File: src/rtl/sram_mem_ctrl.sv
// Multi-cycle bridge from the MEM stage to a 16-bit asynchronous SRAM: each 32-bit access becomes two half-word phases.
// Optional access counters (rd_count/wr_count) are built when SRAM_ACC_CNT_EN is defined.
module sram_mem_ctrl #(
    parameter int unsigned BASE_ADDR   = 1024,
    parameter int unsigned WAIT_CYCLES = 2,
    parameter int unsigned SRAM_AW     = 18
) (
    input  logic               clk,
    input  logic               rst,
    input  logic               mem_r_en,
    input  logic               mem_w_en,
    input  logic [31:0]        alu_res,
    input  logic [31:0]        rm_val,
    output logic [31:0]        rd_data,
    output logic               ready,
    output logic [SRAM_AW-1:0] sram_addr,
    output logic [15:0]        sram_dq_out,
    input  logic [15:0]        sram_dq_in,
    output logic               sram_dq_oe,
    output logic               sram_we_n
`ifdef SRAM_ACC_CNT_EN
    ,
    output logic [31:0]        rd_count,
    output logic [31:0]        wr_count
`endif
);

    typedef enum logic [1:0] {
        IDLE = 2'd0,
        LO   = 2'd1,
        HI   = 2'd2,
        DONE = 2'd3
    } state_t;

    localparam logic [3:0] WLAST  = 4'(WAIT_CYCLES - 1);
    localparam bit         SINGLE = (WAIT_CYCLES == 1);

    state_t              state_reg,  state_next;
    logic [3:0]          wcnt_reg,   wcnt_next;
    logic [SRAM_AW-2:0]  widx_reg,   widx_next;
    logic [31:0]         wdata_reg,  wdata_next;
    logic                is_wr_reg,  is_wr_next;
    logic [31:0]         rd_data_reg, rd_data_next;
    logic [SRAM_AW-1:0]  addr_reg,   addr_next;
    logic [15:0]         dq_out_reg, dq_out_next;
    logic                oe_reg,     oe_next;
    logic                we_n_reg,   we_n_next;

    logic                req;
    logic [31:0]         offset;
    logic [SRAM_AW-2:0]  widx_in;
    logic                unused_offset_bits;

    assign req     = mem_r_en | mem_w_en;
    // Word index wraps modulo the SRAM size; byte lane bits are dropped.
    assign offset  = alu_res - 32'(BASE_ADDR);
    assign widx_in = offset[SRAM_AW:2];
    assign unused_offset_bits = ^{offset[31:SRAM_AW+1], offset[1:0]};

    always_comb begin
        state_next   = state_reg;
        wcnt_next    = wcnt_reg;
        widx_next    = widx_reg;
        wdata_next   = wdata_reg;
        is_wr_next   = is_wr_reg;
        rd_data_next = rd_data_reg;

        case (state_reg)
            IDLE: begin
                if (req) begin
                    widx_next  = widx_in;
                    wdata_next = rm_val;
                    is_wr_next = mem_w_en;
                    wcnt_next  = 4'd0;
                    state_next = LO;
                end
            end
            LO: begin
                if (wcnt_reg == WLAST) begin
                    if (!is_wr_reg) begin
                        rd_data_next[15:0] = sram_dq_in;
                    end
                    wcnt_next  = 4'd0;
                    state_next = HI;
                end else begin
                    wcnt_next = wcnt_reg + 4'd1;
                end
            end
            HI: begin
                if (wcnt_reg == WLAST) begin
                    if (!is_wr_reg) begin
                        rd_data_next[31:16] = sram_dq_in;
                    end
                    wcnt_next  = 4'd0;
                    state_next = DONE;
                end else begin
                    wcnt_next = wcnt_reg + 4'd1;
                end
            end
            default: begin
                state_next = IDLE;
            end
        endcase
    end

    // Bus outputs are registered from the next-state view so they line up exactly with the phase cycles.
    always_comb begin
        addr_next   = addr_reg;
        dq_out_next = dq_out_reg;
        oe_next     = 1'b0;
        we_n_next   = 1'b1;

        case (state_next)
            LO: begin
                addr_next   = {widx_next, 1'b0};
                dq_out_next = wdata_next[15:0];
                oe_next     = is_wr_next;
                we_n_next   = ~(is_wr_next & (SINGLE | (wcnt_next != WLAST)));
            end
            HI: begin
                addr_next   = {widx_next, 1'b1};
                dq_out_next = wdata_next[31:16];
                oe_next     = is_wr_next;
                we_n_next   = ~(is_wr_next & (SINGLE | (wcnt_next != WLAST)));
            end
            default: begin
                oe_next   = 1'b0;
                we_n_next = 1'b1;
            end
        endcase
    end

    always_ff @(posedge clk or posedge rst) begin
        if (rst) begin
            state_reg   <= IDLE;
            wcnt_reg    <= 4'd0;
            widx_reg    <= '0;
            wdata_reg   <= 32'd0;
            is_wr_reg   <= 1'b0;
            rd_data_reg <= 32'd0;
            addr_reg    <= '0;
            dq_out_reg  <= 16'd0;
            oe_reg      <= 1'b0;
            we_n_reg    <= 1'b1;
        end else begin
            state_reg   <= state_next;
            wcnt_reg    <= wcnt_next;
            widx_reg    <= widx_next;
            wdata_reg   <= wdata_next;
            is_wr_reg   <= is_wr_next;
            rd_data_reg <= rd_data_next;
            addr_reg    <= addr_next;
            dq_out_reg  <= dq_out_next;
            oe_reg      <= oe_next;
            we_n_reg    <= we_n_next;
        end
    end

    assign ready       = ((state_reg == IDLE) & ~req) | (state_reg == DONE);
    assign rd_data     = rd_data_reg;
    assign sram_addr   = addr_reg;
    assign sram_dq_out = dq_out_reg;
    assign sram_dq_oe  = oe_reg;
    assign sram_we_n   = we_n_reg;

`ifdef SRAM_ACC_CNT_EN
    logic [31:0] rd_count_reg;
    logic [31:0] wr_count_reg;

    always_ff @(posedge clk or posedge rst) begin
        if (rst) begin
            rd_count_reg <= 32'd0;
            wr_count_reg <= 32'd0;
        end else if (state_reg == DONE) begin
            if (is_wr_reg) begin
                wr_count_reg <= wr_count_reg + 32'd1;
            end else begin
                rd_count_reg <= rd_count_reg + 32'd1;
            end
        end
    end

    assign rd_count = rd_count_reg;
    assign wr_count = wr_count_reg;
`endif

endmodule

File: config.mk
export PLATFORM = sky130hd
export DESIGN_NAME = sram_mem_ctrl
export DESIGN_NICKNAME = d
export VERILOG_FILES = /design/src/rtl/sram_mem_ctrl.sv
export SDC_FILE = /design/constraint.sdc
export NUM_CORES = 1
export LEC_CHECK = 0
export ABC_AREA = 1
export BUFFER_PORTS_ARGS = -buffer_cell sky130_fd_sc_hd__buf_2
export CAP_MARGIN = 20
export CORE_ASPECT_RATIO = 0.7
export CORE_MARGIN = 4
export CORE_UTILIZATION = 35
export CTS_BUF_LIST = sky130_fd_sc_hd__clkbuf_8 sky130_fd_sc_hd__clkbuf_16
export DETAILED_ROUTE_END_ITERATION = 8
export GPL_TIMING_DRIVEN = 1
export SETUP_SLACK_MARGIN = 0.4
export SLEW_MARGIN = 20
export SYNTH_ARGS = -nofsm -noshare
export SYNTH_HDL_FRONTEND = slang
export SYNTH_SLANG_ARGS = --single-unit
File: constraint.sdc
create_clock -name clk -period 8.2 [get_ports clk]
set_clock_uncertainty 0.2 [all_clocks]
set_input_delay 0.82 -clock clk [delete_from_list [all_inputs] [get_ports clk]]
set_output_delay 0.82 -clock clk [all_outputs]
set_load 0.005 [all_outputs]
* Word-level counts from Yosys, hierarchy flattened
Cells that the tools add are included.
Widths: inputs -> output; s select.
** Operators by class
- Muxes and demuxes :: 17
- Equal/unequal tests :: 7
- $add $sub $neg :: 2
- Reductions and logical operators :: 6
- Bitwise operators :: 7
** Operators with widths (number)
- $mux 32 :: 2
- $pmux 18 s2 :: 1
- $mux 17 :: 2
- $pmux 16 s2 :: 1
- $sub 19x11->19 const B :: 1
- $mux 4 :: 2
- $pmux 4 s2 :: 1
- $eq 2x2->1 const B :: 3
- $mux 2 :: 3
- $pmux 2 s3 :: 1
- $reduce_and 3->1 :: 2
- $add 4x1->4 const B :: 1
- $eq 2x1->1 const B :: 2
- $eq 4x1->1 const B :: 1
- $mux 1 :: 4
- $ne 4x1->1 const B :: 1
- $reduce_or 2->1 :: 2
- $not 1->1 :: 3
- $and 1x1->1 :: 2
- $logic_not 2->1 :: 1
- $or 1x1->1 :: 2
- $reduce_bool 2->1 :: 1
** Word-level totals
- Output and inout port bits :: 69
- Flip-flop bits (word level) :: 124
- Input port bits :: 84

* Depth between registers and ports, before layout
Gate-level depths: netlist (run 1).
- Word-level depth :: 7
- Gate-level depth with buffers :: 13
- Mapped depth without buffers :: 12

* Worst setup path after synthesis (run 1)
OpenSTA, ideal clock, no wires.
- Path kind :: in2reg
- Start point :: input port mem_w_en
- End point :: register dq_out_reg[0], in the netlist sram_dq_out[0]
- Slack :: 5.515 ns
- Cell stages on the path :: 11
- Data required time :: 7.913 ns
- Arrival time :: 2.398 ns
- Path buffers :: 4
- Cell sequence :: o21ai_2 > buf_6 > buf_6 > o211ai_1 > nand3_1 > ha_1 > buf_2 > nor2_2 > buf_2 > nand2_1 > o211ai_1
** Between the ends
- Word-level cells in the longest chain between the ends :: 5
- Elaborated cells on any way between the ends :: 9
- Those cells by class :: eq/ne: 2; mux: 5; bitwise: 1; reduce/logical: 1
** Ends and longest elaborated chain
- from (decl) :: RTL line 11 : input logic mem_w_en,
- $or 1x1->1 (*) :: RTL line 54 : assign req = mem_r_en | mem_w_en;
- $mux 2 :: RTL line 70 : if (req) begin
- $pmux 2 s3 :: RTL line 68 : case (state_reg)
- $eq 2x2->1 or $eq 2x1->1 (tied branches) :: RTL line 113 : case (state_next)
- $pmux 16 s2 or $reduce_bool 2->1 (tied branches)
- to (signal assigned) :: RTL line 153 : dq_out_reg <= dq_out_next;
- to (decl) :: RTL line 45 : logic [15:0] dq_out_reg, dq_out_next;
Mark *: on every way between the ends. The rest lies on a longest branch, timed or not.
A chain may end at the register's enable or synchronous reset.

* Final worst setup path (run 1)
- Start point :: register wcnt_reg[1]
- End point :: register dq_out_reg[2], in the netlist sram_dq_out[2]
** Between the ends
- Word-level cells in the longest chain between the ends :: 5
- Elaborated cells on any way between the ends :: 8
- Those cells by class :: eq/ne: 3; mux: 4; reduce/logical: 1
** Ends and longest elaborated chain
- from (decl) :: RTL line 39 : logic [3:0] wcnt_reg, wcnt_next;
- from (signal assigned) :: RTL line 147 : wcnt_reg <= wcnt_next;
- $eq 4x1->1 (*) :: RTL line 79, 90
- $mux 2 (on tied branches) :: RTL line 90, 79
- $pmux 2 s3 (*) :: RTL line 68
- net state_next[1] :: RTL line 38 : state_t state_reg, state_next;
- $eq 2x2->1 or $eq 2x1->1 (tied branches) :: RTL line 113
- $pmux 16 s2 or $reduce_bool 2->1 (tied branches)
The timed path passes the listed nets; every way through them passes the cells marked *.

==> results of run 1 <==
==> power groups by stage <==
stage	Clock [mW]	Sequential (mW)	Combinational, mW
finish	0.779	1.06	1.29
global placement	0	1.06	1.26
CTS	0.798	1.06	1.32
floorplan	0	1.07	0.891
detailed placement	0	1.07	1.31
global route	0.828	1.09	1.47
==> logic make-up after synthesis <==
| logic type | count (synthesis) |
|---|---|
| simple gates | 294 |
| flops | 124 |
| buf+inv | 89 |
| compound gates | 75 |
| fa+ha+maj | 8 |
| xor+xnor | 1 |
==> metal layers <==
metal | vias up | track usage
met5 | - | 0
met3 | 13 | 0.0450
li1 | 2131 | -
met4 | 0 | 0.0524
met2 | 144 | 0.239
met1 | 2052 | 0.203
==> worst min path at each step <==
stage	start	endpoint	slack, ns	cells after the start
after floorplan	widx_reg[10]$_DFF_PP0_	widx_reg[10]$_DFF_PP0_	0.24	2
after CTS	widx_reg[3]$_DFF_PP0_	widx_reg[3]$_DFF_PP0_	0.28	2
after global routing	widx_reg[3]$_DFF_PP0_	widx_reg[3]$_DFF_PP0_	0.28	2
final	sram_addr[12]$_DFFE_PP0N_	sram_addr[12]$_DFFE_PP0N_	0.27	2
after global placement	widx_reg[2]$_DFF_PP0_	widx_reg[2]$_DFF_PP0_	0.26	2
after detailed placement	sram_addr[10]$_DFFE_PP0N_	sram_addr[10]$_DFFE_PP0N_	0.26	2
==> stage by stage <==
step / hold WS [ns] / util / instances
floorplan: 0.244 / - / 591
global placement: 0.257 / 0.413 / 902
detailed placement: 0.261 / 0.413 / 902
CTS: 0.278 / 0.455 / 934
global route: 0.283 / 0.455 / 934
finish: 0.273 / 0.455 / 934
==> worst max-delay path: stages (launching register included) <==
cell      delay, ns
dfrtp_1        0.40
inv_1          0.07
ha_1           0.20
nand2_2        0.13
inv_2          0.07
o21ai_0        0.14
a31oi_1        0.15
ha_2           0.80
clkinv_1       0.80
nand2_1        0.76
inv_1          0.30
nand2_1        0.13
nand3_1        0.09
==> layout make-up <==
class,count,area [um^2],area share
Multi-Input combinational cell,378,1760,0.264
Clock buffer,17,425,0.0637
Timing Repair Buffer,139,701,0.105
Inverter,66,250,0.0375
Clock inverter,15,189,0.0283
Tap cell,195,244,0.0366
Sequential cell,124,3100,0.465
==> cell usage after synthesis, drive strengths merged, types with 2 or more instances <==
cell,n,area share
o211ai,12,0.025
nand4,2,0.0024
ha,8,0.019
inv,65,0.046
nor2,25,0.019
a31oi,10,0.012
clkbuf,4,0.0029
nand2,235,0.17
or2,5,0.0060
o21ai,50,0.048
nand3,25,0.026
dfrtp,123,0.59
buf,19,0.025
==> impl_results.md, run 1 <==
* Post-synth net total at 683
* Setup crit start: wcnt_reg[1]$_DFF_PP0_
* Pre-antenna DRT Iters at 4
* Syn Area/Cell at 8.88 um^2
* R2R cell count at 12
* Post-Route M1 WL at 5930 um
* Switch Pwr at 1.24 mW
* Most frequent cells in the layout: nand2_1, buf_2, dfrtp_1, inv_1, o21ai_1
* TritonCTS clock tree: yes
* Post-synthesis compound-gate area fraction at 0.0889
* Status: complete, no violations
* Port Buffers at 137
* Sequential share of the synthesized area at 0.591
* Fraction of registers with async set/reset at 1.00
* Antenna-violating nets left at 0
* Die area at 17100 um^2
* Reg-to-reg startpoint: wcnt_reg[1]$_DFF_PP0_
* HP Class: reg2reg
* CTS Buf Count at 17
* Core Region at 14700 um^2
* Skew-Pair Late Insertion Delay at 0.41 ns
* Fmax at 229 MHz
* First-pass GRT wire length at 21200 um
* Routed wl met2 at 5830 um
* Share of layout cells above drive strength 1 at 0.261
* Vias/cell at 4.65
* CP required at 8.28 ns
* Clk buf depth at 2
* Max layer used: met4
* CTS root buf: clkbuf_16
* Setup Crit Path Kind: reg2reg
* Leak at 3.66 nW
* Reg power frac at 0.338
* Post-Layout Inst Area at 6680 um^2
* Row count at 37
* Worst-path fanout max at 29
* Area post-placement at 6060 um^2
* Vias in the first global route at 4383
* Final hold vios at 0
* Initial core utilization at 0.358
* Synth Area in Adders at 0.0191
* Post-layout total power at 3.13 mW
* Count of unique library cells instantiated by Yosys at 31
* Count of final max-slew check failures at 0
* Grt ovf at 0
* Total number of vias at 4340
* Chip Height at 110 um
* Crit start category: flop
* Initial antenna violation count at 0
* Post-synthesis mux area share at 0
* Arrival @ worst endpoint at 4.46 ns
* Clk pin slew, worst setup/hold paths at 0.06 ns
* Commonest non-fill, non-tap cell in the layout: nand2_1
* Die X at 154 um
* Largest net degree at the start of global routing at 74
* Area share of and/or/nand/nor cells after synthesis at 0.224
* # nets final at 818
* TNS Setup at 0 ns
* Place WS at 2.97 ns
* Clock power frac at 0.249
* Main combinational cell family by area after synthesis: simple AND/OR/NAND/NOR gates
* Cts repair resizes at 0
* Sw Share at 0.397
* Netlist Area Pre-Place at 5250 um^2
* Synth Register Bits at 124
* Number of setup violations in the final report at 0
* Final WS setup at 3.82 ns
* First DRT Iteration DRCs at 176
* P_int at 1.89 mW
* Area grow syn2layout at 27.1%
* Post-Route WL at 12700 um
* Max Cap Viol at 0
* Yosys warns at 0
* Tightest Pin Transition at 0.887 ns
* Setup crit end kind: flop
* Post-synthesis instance total at 591
* Avg WL per Cell at 13.6 um
* Worst slew margin at 0.409
* CTS sink cnt at 124
* Setup crit end: sram_dq_out[2]$_DFFE_PP0N_
* Fill cell count at 1419
* Gpl congestion at 0.825
* XOR/XNOR Fraction of Synth Area at 0.00167
* H-tree depth at 4
* DP HPWL at 8530 um
* # DRC at 0
* Peak supply drop at 0.282 mV
* Unrepaired setup endpoints after global routing: false
* Final critical-path required period at 4.38 ns
* # IOs at 153
* GRT Total Usage at 0.153
* Power Density at 469 nW/um^2
* Post-CTS Setup Bufs at 0
* Comb power frac at 0.413
* Worst R2R End: sram_dq_out[2]$_DFFE_PP0N_
* WL met3 at 813 um
* R2r setup slk at 3.82 ns
* Number of synthesized flops with an enable pin at 0
* Inserted Diodes at 0
* Ratio of final minimum period to clock period at 0.534
* Hold-fix buffers, CTS at 0
* Main synth FF type: dfrtp_1
Power figures use the tool's default switching activity.
==> inputs of run 2 (changes only) <==
==> constraint.sdc (replaced) <==
create_clock -name clk -period 4.2 [get_ports clk]
set_clock_uncertainty 0.2 [all_clocks]
set_input_delay 0.42 -clock clk [delete_from_list [all_inputs] [get_ports clk]]
set_output_delay 0.42 -clock clk [all_outputs]
set_load 0.005 [all_outputs]
==> impl_results.md, run 2 (synthesized netlist as in run 1, its figures left out) <==
* Status: complete, no violations
* CTS Buf Count at 17 (unchanged)
* Avg WL per Cell at 13.6 um (-0.22%)
* Reg-to-reg startpoint: state_reg[1]$_DFF_PP0_
* Hold path start: rm_val[12]
* # DRC at 0 (unchanged)
* Core Region at 14700 um^2 (unchanged)
* GRT Total Usage at 0.155 (+0.00256)
* TNS Setup at 0 ns (unchanged)
* Crit start category: flop
* R2R cell count at 12 (unchanged)
* Commonest non-fill, non-tap cell in the layout: nand2_1
* Gpl congestion at 0.830 (+0.72%)
* CTS sink cnt at 124 (unchanged)
* First DRT Iteration DRCs at 155 (-12%)
* Pre-antenna DRT Iters at 5 (+1)
* Port Buffers at 137 (unchanged)
* Chip Height at 110 um (unchanged)
* First-pass GRT wire length at 21400 um (+0.62%)
* Skew-Pair Late Insertion Delay at 0.41 ns (about the same)
* Number of setup violations in the final report at 0 (unchanged)
* # IOs at 153 (unchanged)
* Largest net degree at the start of global routing at 57 (-23%)
* Clk pin slew, worst setup/hold paths at 0.06 ns (about the same)
* Row count at 37 (unchanged)
* Total number of vias at 4224 (-2.7%)
* Post-Route WL at 12700 um (+0.20%)
* H-tree depth at 4 (unchanged)
* Peak supply drop at 0.442 mV (+56%)
* Tightest Pin Transition at 0.862 ns (-0.0253 ns)
* Inserted Diodes at 0 (unchanged)
* Initial antenna violation count at 0 (unchanged)
* Leak at 3.68 nW (+0.61%)
* Final critical-path required period at 3.42 ns (-0.953 ns)
* Placed cell count at 905 (+0.33%)
* Worst-path fanout max at 26 (-10%)
* CP required at 4.30 ns (-3.98 ns)
* Power Density at 918 nW/um^2 (+96%)
* Fmax at 292 MHz (+28%)
* DP HPWL at 8640 um (+1.3%)
* Antenna-violating nets left at 0 (unchanged)
* Initial core utilization at 0.358 (unchanged)
* Vias in the first global route at 4322 (-1.4%)
* Count of final max-slew check failures at 0 (unchanged)
* Setup crit end kind: flop
* TritonCTS clock tree: yes
* Cts repair resizes at 0 (unchanged)
* Die area at 17100 um^2 (unchanged)
* Most frequent cells in the layout: nand2_1, buf_2, dfrtp_1, inv_1, o21ai_1
* Max Cap Viol at 0 (unchanged)
* Ratio of final minimum period to clock period at 0.815 (+0.281)
* Final hold vios at 0 (unchanged)
* Share of layout cells above drive strength 1 at 0.264 (+0.00263)
* Post-CTS Setup Bufs at 0 (unchanged)
* Unrepaired setup endpoints after global routing: false
* Clk buf depth at 2 (unchanged)
* # nets final at 822 (+0.49%)
* Hold depth at 3 (+1)
* Fill cell count at 1429 (+0.70%)
* Worst slew margin at 0.424 (+0.0157)
* Grt ovf at 0 (unchanged)
* Vias/cell at 4.50 (-3.1%)
* Final cell count without fillers at 938 (+0.43%)
* Arrival @ worst endpoint at 3.52 ns (-0.94 ns)
* Setup crit start: state_reg[1]$_DFF_PP0_
* Die X at 154 um (unchanged)
* Setup Crit Path Kind: reg2reg
* HP Class: in2reg
* CTS root buf: clkbuf_16
* Area grow syn2layout at 28.2%
## run 2: cell types whose count changed in the layout (fill, tap and decap cells not counted), sizes merged
cell         change
inv              -4
clkinv           +2
buf              +3
clkinvlp         +1
dlygate4sd3      +1
bufinv           +1
## run 2: repair_timing
item,in CTS,in global routing
hold buffers,1,0
endpoints found under the setup margin,0,0
endpoints found under the hold margin,6,0
## run 2: path summary, 6_finish.rpt
kind	to	slack [ns]
max in group asynchronous	sram_addr[10]$_DFFE_PP0N_	2.18
setup reg to reg	sram_dq_out[14]$_DFFE_PP0N_	0.78
hold reg to reg	widx_reg[1]$_DFF_PP0_	0.27
min in group asynchronous	rd_data[24]$_DFFE_PP0P_	0.53
hold / removal	wdata_reg[12]$_DFF_PP0_	0.03
setup / recovery	sram_dq_out[14]$_DFFE_PP0N_	0.78
## run 2: report_power, final
part / internal (mW) / total [mW] / switching, mW
clock: 1.00 / 1.56 / 0.558
sequential: 1.82 / 2.07 / 0.253
combinational: 0.946 / 2.55 / 1.60
total: 3.77 / 6.18 / 2.41
## run 2: cell type report
type	instances	area, um^2	share of cell area
sequential	124	3100	0.461
clock buffer	17	425	0.0632
timing repair buffer	143	733	0.109
clock inverter	15	213	0.0316
inverter	66	251	0.0374
multi-input combinational	378	1760	0.261
tap	195	244	0.0363
## run 2: stage by stage
step | cell area [um^2] | util | hold slack (ns) | total power, mW | worst slack [ns]
global route | 6730 | 0.459 | 0.0172 | 6.76 | 0.414
floorplan | 5250 | - | 0.244 | 3.82 | 1.65
CTS | 6730 | 0.459 | 0.00502 | 6.29 | 0.658
global placement | 6080 | 0.414 | 0.257 | 4.58 | 0.813
finish | 6730 | 0.459 | 0.0258 | 6.18 | 0.777
detailed placement | 6080 | 0.414 | 0.261 | 4.70 | 0.688
## run 2: critical path, stage by stage, from the launching register on
cell,delay [ns]
dfrtp_1,0.41
inv_1,0.11
ha_1,0.31
o21ai_4,0.09
o211ai_1,0.09
nand3_1,0.13
ha_1,0.62
clkinv_1,0.12
buf_4,0.24
nand2_1,0.47
inv_1,0.29
nand2_1,0.14
nand3_1,0.07
## run 2: layer usage
metal | share of wire | up-vias | track usage | wire length [um]
met3 | 0.075 | 11 | 0.0572 | 948
met1 | 0.45 | 1958 | 0.192 | 5690
li1 | - | 2134 | - | -
met5 | 0 | - | 0 | 0
met4 | 0.010 | 0 | 0.0424 | 128
met2 | 0.47 | 121 | 0.257 | 5950
